### src/rtl/apu_pkg.sv
// apu_pkg: frame-sequencer mode type, NTSC/PAL step tables and APU register addresses.
package apu_pkg;

    typedef enum logic {
        frame_4step = 1'b0,
        frame_5step = 1'b1
    } frame_mode_type;

    // NTSC sequencer steps, in CPU cycles
    localparam int NTSC_STEP1 = 7457;
    localparam int NTSC_STEP2 = 14913;
    localparam int NTSC_STEP3 = 22371;
    localparam int NTSC_STEP4 = 29829;
    localparam int NTSC_STEP5 = 37281;

    // PAL sequencer steps, in CPU cycles
    localparam int PAL_STEP1 = 8313;
    localparam int PAL_STEP2 = 16627;
    localparam int PAL_STEP3 = 24939;
    localparam int PAL_STEP4 = 33253;
    localparam int PAL_STEP5 = 41565;

    localparam logic [15:0] APU_STATUS_ADDR = 16'h4015;
    localparam logic [15:0] APU_FRAME_ADDR  = 16'h4017;

endpackage

### src/rtl/apu_frame_counter_phy2_edge.sv
// phy2_edge: edge detector for the CPU phase-2 clock. The previous phy2 level is
// registered; the edges are that register compared with the live input.
module phy2_edge (
    input  logic I_clock,
    input  logic I_reset,
    input  logic I_phy2,
    output logic O_fall,
    output logic O_rise
);

    logic last_phy2;

    // Remember phy2 from the previous system clock
    always_ff @(posedge I_clock) begin
        if (I_reset) last_phy2 <= 1'b0;
        else         last_phy2 <= I_phy2;
    end

    assign O_fall = last_phy2 & ~I_phy2;
    assign O_rise = ~last_phy2 & I_phy2;

endmodule

### src/rtl/apu_frame_counter.sv
// apu_frame_counter: APU frame sequencer. Snoops the CPU bus for $4017 writes and
// $4015 reads, emits quarter/half-frame pulses and the frame IRQ.
// Build option: define APU_FRAME_PAL_EN to replace the step parameters with PAL timing.
module apu_frame_counter
    import apu_pkg::*;
#(
    parameter int CNT_W = 16,
    parameter int STEP1 = NTSC_STEP1,
    parameter int STEP2 = NTSC_STEP2,
    parameter int STEP3 = NTSC_STEP3,
    parameter int STEP4 = NTSC_STEP4,
    parameter int STEP5 = NTSC_STEP5
) (
    input  logic        I_clock,
    input  logic        I_reset,
    input  logic [15:0] I_addr,
    input  logic [7:0]  I_wr_data,
    input  logic        I_rdwr,
    input  logic        I_phy2,
    output logic        O_irq,
    output logic        O_quarter,
    output logic        O_half,
    output logic        O_rd_en,
    output logic [7:0]  O_rd_data
);

`ifdef APU_FRAME_PAL_EN
    localparam int P1 = PAL_STEP1;
    localparam int P2 = PAL_STEP2;
    localparam int P3 = PAL_STEP3;
    localparam int P4 = PAL_STEP4;
    localparam int P5 = PAL_STEP5;
`else
    localparam int P1 = STEP1;
    localparam int P2 = STEP2;
    localparam int P3 = STEP3;
    localparam int P4 = STEP4;
    localparam int P5 = STEP5;
`endif

    localparam logic [CNT_W-1:0] C1   = CNT_W'(P1);
    localparam logic [CNT_W-1:0] C2   = CNT_W'(P2);
    localparam logic [CNT_W-1:0] C3   = CNT_W'(P3);
    localparam logic [CNT_W-1:0] C4   = CNT_W'(P4);
    localparam logic [CNT_W-1:0] C4M1 = CNT_W'(P4 - 1);
    localparam logic [CNT_W-1:0] C5   = CNT_W'(P5);

    logic             tick;
    logic             unused_phy2_rise;
    logic             unused_wr_bits;

    logic [CNT_W-1:0] count;
    frame_mode_type   mode;
    frame_mode_type   new_mode;
    logic             inhibit;
    logic             irq_flag;
    logic             parity;
    logic [2:0]       dly;        // ticks left until a $4017 write takes effect; 0 = idle

    logic [CNT_W-1:0] fin;
    logic [CNT_W-1:0] cnt_nat;
    logic             wr_frame;
    logic             rd_status;
    logic             wrap;
    logic             expire;
    logic             inh_eff;
    logic             irq_set;
    logic             irq_clr;
    logic             q_nat;
    logic             h_nat;

    phy2_edge u_phy2_edge (
        .I_clock (I_clock),
        .I_reset (I_reset),
        .I_phy2  (I_phy2),
        .O_fall  (tick),
        .O_rise  (unused_phy2_rise)
    );

    // Only mode and inhibit bits of the $4017 write are meaningful here
    assign unused_wr_bits = ^I_wr_data[5:0];

    // Decode the bus and work out what the running sequence does on this tick
    always_comb begin
        wr_frame  = (I_addr == APU_FRAME_ADDR) && !I_rdwr;
        rd_status = (I_addr == APU_STATUS_ADDR) && I_rdwr;
        fin       = (mode == frame_5step) ? C5 : C4;
        wrap      = (count == fin);
        cnt_nat   = wrap ? '0 : count + 1'b1;
        q_nat     = (cnt_nat == C1) || (cnt_nat == C2) || (cnt_nat == C3) || (cnt_nat == fin);
        h_nat     = (cnt_nat == C2) || (cnt_nat == fin);
        // A write's inhibit bit already gates the IRQ on the write tick itself
        inh_eff   = wr_frame ? I_wr_data[6] : inhibit;
        irq_set   = (mode == frame_4step) && !inh_eff &&
                    ((cnt_nat == C4M1) || (cnt_nat == C4) || wrap);
        irq_clr   = rd_status || (wr_frame && I_wr_data[6]);
        expire    = (dly == 3'd1);
    end

    // Sequencer state machine: count, mode, delayed $4017 restart, IRQ and pulses
    always_ff @(posedge I_clock) begin
        if (I_reset) begin
            count     <= '0;
            mode      <= frame_4step;
            new_mode  <= frame_4step;
            inhibit   <= 1'b0;
            irq_flag  <= 1'b0;
            parity    <= 1'b0;
            dly       <= 3'd0;
            O_quarter <= 1'b0;
            O_half    <= 1'b0;
        end else begin
            O_quarter <= 1'b0;
            O_half    <= 1'b0;
            if (tick) begin
                parity   <= ~parity;
                // Set beats clear when both land on the same tick
                irq_flag <= irq_set | (irq_flag & ~irq_clr);
                // A new write restarts the delay; expiry below still uses the old latch
                if (wr_frame) begin
                    inhibit  <= I_wr_data[6];
                    new_mode <= frame_mode_type'(I_wr_data[7]);
                    dly      <= parity ? 3'd4 : 3'd3;
                end else if (dly != 3'd0) begin
                    dly <= dly - 3'd1;
                end
                // Expiry overrides the running sequence, including its final step
                if (expire) begin
                    count     <= '0;
                    mode      <= new_mode;
                    O_quarter <= (new_mode == frame_5step);
                    O_half    <= (new_mode == frame_5step);
                end else begin
                    count     <= cnt_nat;
                    O_quarter <= q_nat;
                    O_half    <= h_nat;
                end
            end
        end
    end

    assign O_irq     = irq_flag;
    assign O_rd_en   = (I_addr == APU_STATUS_ADDR) && I_rdwr && I_phy2;
    assign O_rd_data = {1'b0, irq_flag, 6'b0};

endmodule

### config.mk
export PLATFORM = sky130hd
export DESIGN_NAME = apu_frame_counter
export DESIGN_NICKNAME = d
export VERILOG_FILES = /design/src/rtl/apu_pkg.sv /design/src/rtl/apu_frame_counter_phy2_edge.sv /design/src/rtl/apu_frame_counter.sv
export SDC_FILE = /design/constraint.sdc
export NUM_CORES = 1
export LEC_CHECK = 0
export CAP_MARGIN = 20
export CORE_ASPECT_RATIO = 1.2
export CORE_MARGIN = 3
export CORE_UTILIZATION = 50
export DETAILED_ROUTE_END_ITERATION = 7
export PLACE_DENSITY = 0.77
export SLEW_MARGIN = 20
export SYNTH_ARGS = -nofsm -noshare
export SYNTH_HDL_FRONTEND = slang
export SYNTH_SLANG_ARGS = --single-unit
### constraint.sdc
create_clock -name I_clock -period 2.61 [get_ports I_clock]
set_clock_uncertainty 0.15 [all_clocks]
set_input_delay 0.522 -clock I_clock [delete_from_list [all_inputs] [get_ports I_clock]]
set_output_delay 0.522 -clock I_clock [all_outputs]
set_load 0.03 [all_outputs]
==> results.txt <==
----------------------------------------------------
[Yosys]
  Post-Syn Instances ... ~270
  Part of the Yosys area used for sequential elements ... 0.252
  Number of warnings reported in the yosys synthesis log ... 0
  Top_reg_cell synth ... sky130_fd_sc_hd__dfxtp_1
  Number of register bits inferred by synthesis ... 27
  Cell taking the most area after synthesis ... sky130_fd_sc_hd__dfxtp_1
  Number of distinct library cells after synthesis ... 51
  Top-area cell type share of the netlist area ... 0.252
  Leading cell types by total area after synthesis ... sky130_fd_sc_hd__dfxtp_1 25%, sky130_fd_sc_hd__buf_4 4.9%, sky130_fd_sc_hd__nor2_1 4.7%, sky130_fd_sc_hd__a21oi_1 4.2%, sky130_fd_sc_hd__ha_1 4.1%
  Avg Inst Size Synth ... a little under 8 um^2
  Post-synthesis instance area ... between 2000 and 2500 um^2
  Asr flop ratio synth ... 0
  Number of enable flip-flop cells after synthesis ... 0

[Global routing]
  Antenna violations before repair ... 0
  First-pass GRT wire length ... 9360 um
  Maximum number of pins on one net before global-route repair ... 17
  Via count of the first global-routing pass ... around 2200
  Global routing usage summed across all routing layers ... 0.225
  GRT Residual Overflow ... 0

[Cells and area]
  Area added between synthesis and finish ... 21.1%
  Proportion of layout cells with a drive suffix above 1 ... 0.155
  Number of flip-flops in the largest register ... 16
  Fill cells ... 349
  Antenna cells ... 0
  # nets final ... about 350
  Top register by number of flip-flops ... count
  Largest registers ranked by flip-flop count ... count (16), dly (3)
  Finished layout cell area ... about 2600 um^2

[Route]
  First-pass DRT Iterations ... 5
  Final Routed Wirelength ... around 5500 um
  Via count normalized by instance count ... ~6.1
  Total number of vias ... roughly 2200
  Number of remaining DRC errors ... 0
  Number of DRC violations after detailed-routing iteration 0 ... 224
  Number of nets still failing antenna checks after routing ... 0
  Routed wirelength normalized by instance count ... ~15 um

[Critical path]
  Critical-path maximum fanout ... 6
  Arrival @ worst endpoint ... approximately 2.5 ns
  Setup crit start kind ... register
  Internal reg-to-reg setup slack ... ~0.15 ns
  Required time of the critical path ... roughly 2.7 ns
  Critical path class ... reg2reg
  Type of element capturing the critical path ... register

[STA]
  Measured slew at the worst slew-check pin ... just over 0.5 ns
  Relative slew slack ... 0.659
  Setup ws final ... between 0.1 and 0.15 ns
  Number of pins with negative max-slew slack in the final report ... 0
  Final critical-path share of the clock period ... 0.943
  Minimum clock period after layout ... approximately 2.5 ns
  Maximum clock frequency ... about 0.41 GHz
  Final setup viols ... 0
  Total negative slack for setup checks ... 0 ns
  Final Hold Fails ... 0
  Fin Hold WS ... roughly 0.35 ns

[Placement]
  Worst setup slack before clock tree synthesis ... about 0.008 ns
  Port bufs ... 26
  GP Congestion ... roughly 0.90
  Placed standard-cell area ... 2530 um^2
  Placed wire-length estimate ... about 4200 um

[Clocking]
  Num Clock Sinks ... 27
  H-Tree Level Count ... 1
  CTS Buf Count ... 3
  Skew-Pair Late Insertion Delay ... between 0.2 and 0.3 ns
  Post-CTS Hold Fix Bufs ... 0
  Clock tree from TritonCTS ... done
  Root Driver ... sky130_fd_sc_hd__clkbuf_8
  Maximum number of buffers from clock root to sink ... 2
  Clock-pin slew reported for the worst setup and hold paths after clock tree synthesis ... 0.09 ns

[Die]
  Count of standard-cell rows ... 25
  Floorplan core area ... slightly above 4000 um^2
  Die width ... around 66 um
  Starting utilization of the core area ... 0.531
  Die area ... 5110 um^2
  I/O pin total ... 40
  Chip Height ... 77.7 um

[Pwr]
  Total power divided by cell area ... a little under 300 nW/um^2
  Leakage dissipation ... a little over 0.9 nW
  Total power draw ... approximately 0.75 mW
  Worst IR drop on VDD ... about 0.23 mV

[Job]
  Maximum capacitance violations ... 0

[Status]
  Result of the run ... complete, no violations

[Worst hold path]
  Worst hold-check path type ... reg2reg

----------------------------------------------------
-- layout make-up --
| type | count | area, um^2 | share of cell area |
|---|---|---|---|
| multi-input combinational | 219 | 1450 | 0.558 |
| sequential | 27 | 549 | 0.212 |
| timing repair buffer | 53 | 460 | 0.178 |
| tap | 54 | 67.6 | 0.0260 |
| clock buffer | 3 | 41.3 | 0.0159 |
| inverter | 6 | 22.5 | 0.00868 |
| clock inverter | 1 | 5.00 | 0.00193 |
-- cells in the mapped netlist (3+ instances only) --
library cell,instances
sky130_fd_sc_hd__dfxtp_1,27
sky130_fd_sc_hd__nor2_1,27
sky130_fd_sc_hd__a21oi_1,18
sky130_fd_sc_hd__nand2_1,17
sky130_fd_sc_hd__o21ai_0,17
sky130_fd_sc_hd__buf_4,14
sky130_fd_sc_hd__nand3_1,11
sky130_fd_sc_hd__nor4_1,10
sky130_fd_sc_hd__xnor2_1,9
sky130_fd_sc_hd__nor2b_1,8
sky130_fd_sc_hd__nor3_1,8
sky130_fd_sc_hd__buf_2,7
sky130_fd_sc_hd__clkbuf_1,7
sky130_fd_sc_hd__ha_1,7
sky130_fd_sc_hd__nand4_1,7
sky130_fd_sc_hd__inv_1,6
sky130_fd_sc_hd__nor4bb_1,6
sky130_fd_sc_hd__mux2i_1,5
sky130_fd_sc_hd__nand2b_1,5
sky130_fd_sc_hd__xor2_1,5
sky130_fd_sc_hd__a22oi_1,4
sky130_fd_sc_hd__and3_1,4
sky130_fd_sc_hd__nand3b_1,4
sky130_fd_sc_hd__and2_1,3
-- metrics by stage --
step	instances	util
after global routing	363	0.643
after CTS	363	0.638
after floorplan	280	-
after global placement	359	0.626
final	363	0.643
after detailed placement	359	0.626
-- critical path, stage by stage, from the launching register on --
cell and delay [ns]:
sky130_fd_sc_hd__dfxtp_1 0.35, sky130_fd_sc_hd__ha_1 0.30, sky130_fd_sc_hd__nand4_1 0.20, sky130_fd_sc_hd__nor4_2 0.32
sky130_fd_sc_hd__o22ai_1 0.15, sky130_fd_sc_hd__nand4b_1 0.25, sky130_fd_sc_hd__nor4_2 0.36, sky130_fd_sc_hd__a211oi_1 0.14
sky130_fd_sc_hd__o21ai_1 0.16
-- path summary, 6_finish.rpt --
kind,start,cells past startpoint,end
setup reg to reg,count[0],8,O_quarter
setup / recovery,count[0],8,O_quarter
hold reg to reg,inhibit,2,inhibit
hold / removal,inhibit,2,inhibit
-- routing by layer --
metal | GRT usage | vias to the layer above | part of all wire
li1 | - | 1055 | -
met1 | 0.279 | 1023 | 0.42
met2 | 0.380 | 115 | 0.48
met3 | 0.0333 | 21 | 0.067
met4 | 0.0954 | 0 | 0.028
met5 | 0 | - | 0
-- logic make-up (layout without fill, tap and decap cells) --
| logic type | after synthesis | count (layout) | share of synthesized area |
|---|---|---|---|
| flops | 27 | 27 | 0.252 |
| simple gates | 126 | 126 | 0.363 |
| other cells | 1 | 7 | 0.00175 |
| xor+xnor | 14 | 14 | 0.0572 |
| compound gates | 60 | 60 | 0.173 |
| buf+inv | 34 | 63 | 0.0882 |
| fa+ha+maj | 7 | 7 | 0.0409 |
| mux | 5 | 5 | 0.0234 |
-- cell usage in the layout (no fill, tap or decap), drive strengths merged, types with 2 or more instances in the layout --
cell type | netlist | final
o211ai | 2 | 2
nand4 | 9 | 9
nor3 | 9 | 9
clkdlybuf4s50 | 0 | 25
xor2 | 5 | 5
ha | 7 | 7
o31a | 2 | 2
mux2i | 5 | 5
o22ai | 2 | 2
nand2b | 5 | 5
inv | 6 | 6
or3 | 2 | 2
nor2b | 8 | 8
nor4bb | 6 | 6
a21oi | 18 | 18
nor2 | 27 | 27
conb | 1 | 7
nor4 | 13 | 13
nand3b | 4 | 4
nor3b | 2 | 2
buf | 21 | 28
dfxtp | 27 | 27
and2 | 3 | 3
o21ai | 19 | 19
clkbuf | 7 | 3
and3 | 4 | 4
a22oi | 4 | 4
nor4b | 2 | 2
o32a | 2 | 2
nand3 | 12 | 12
a211oi | 2 | 2
xnor2 | 9 | 9
nand2 | 17 | 17
-- power breakdown --
part	total, mW	switching [mW]	leakage [nW]	internal (mW)
Clock	0.249	0.142	0.0255	0.107
Combinational	0.0869	0.0448	0.673	0.0421
Sequential	0.416	0.00183	0.222	0.414
Total	0.752	0.189	0.920	0.564
-- repair_timing --
action / CTS / global route
gates resized for setup: 0 / 9
setup buffers: 0 / 0
endpoints found under the setup margin: 0 / 3
(Power assumes the default switching activity.)
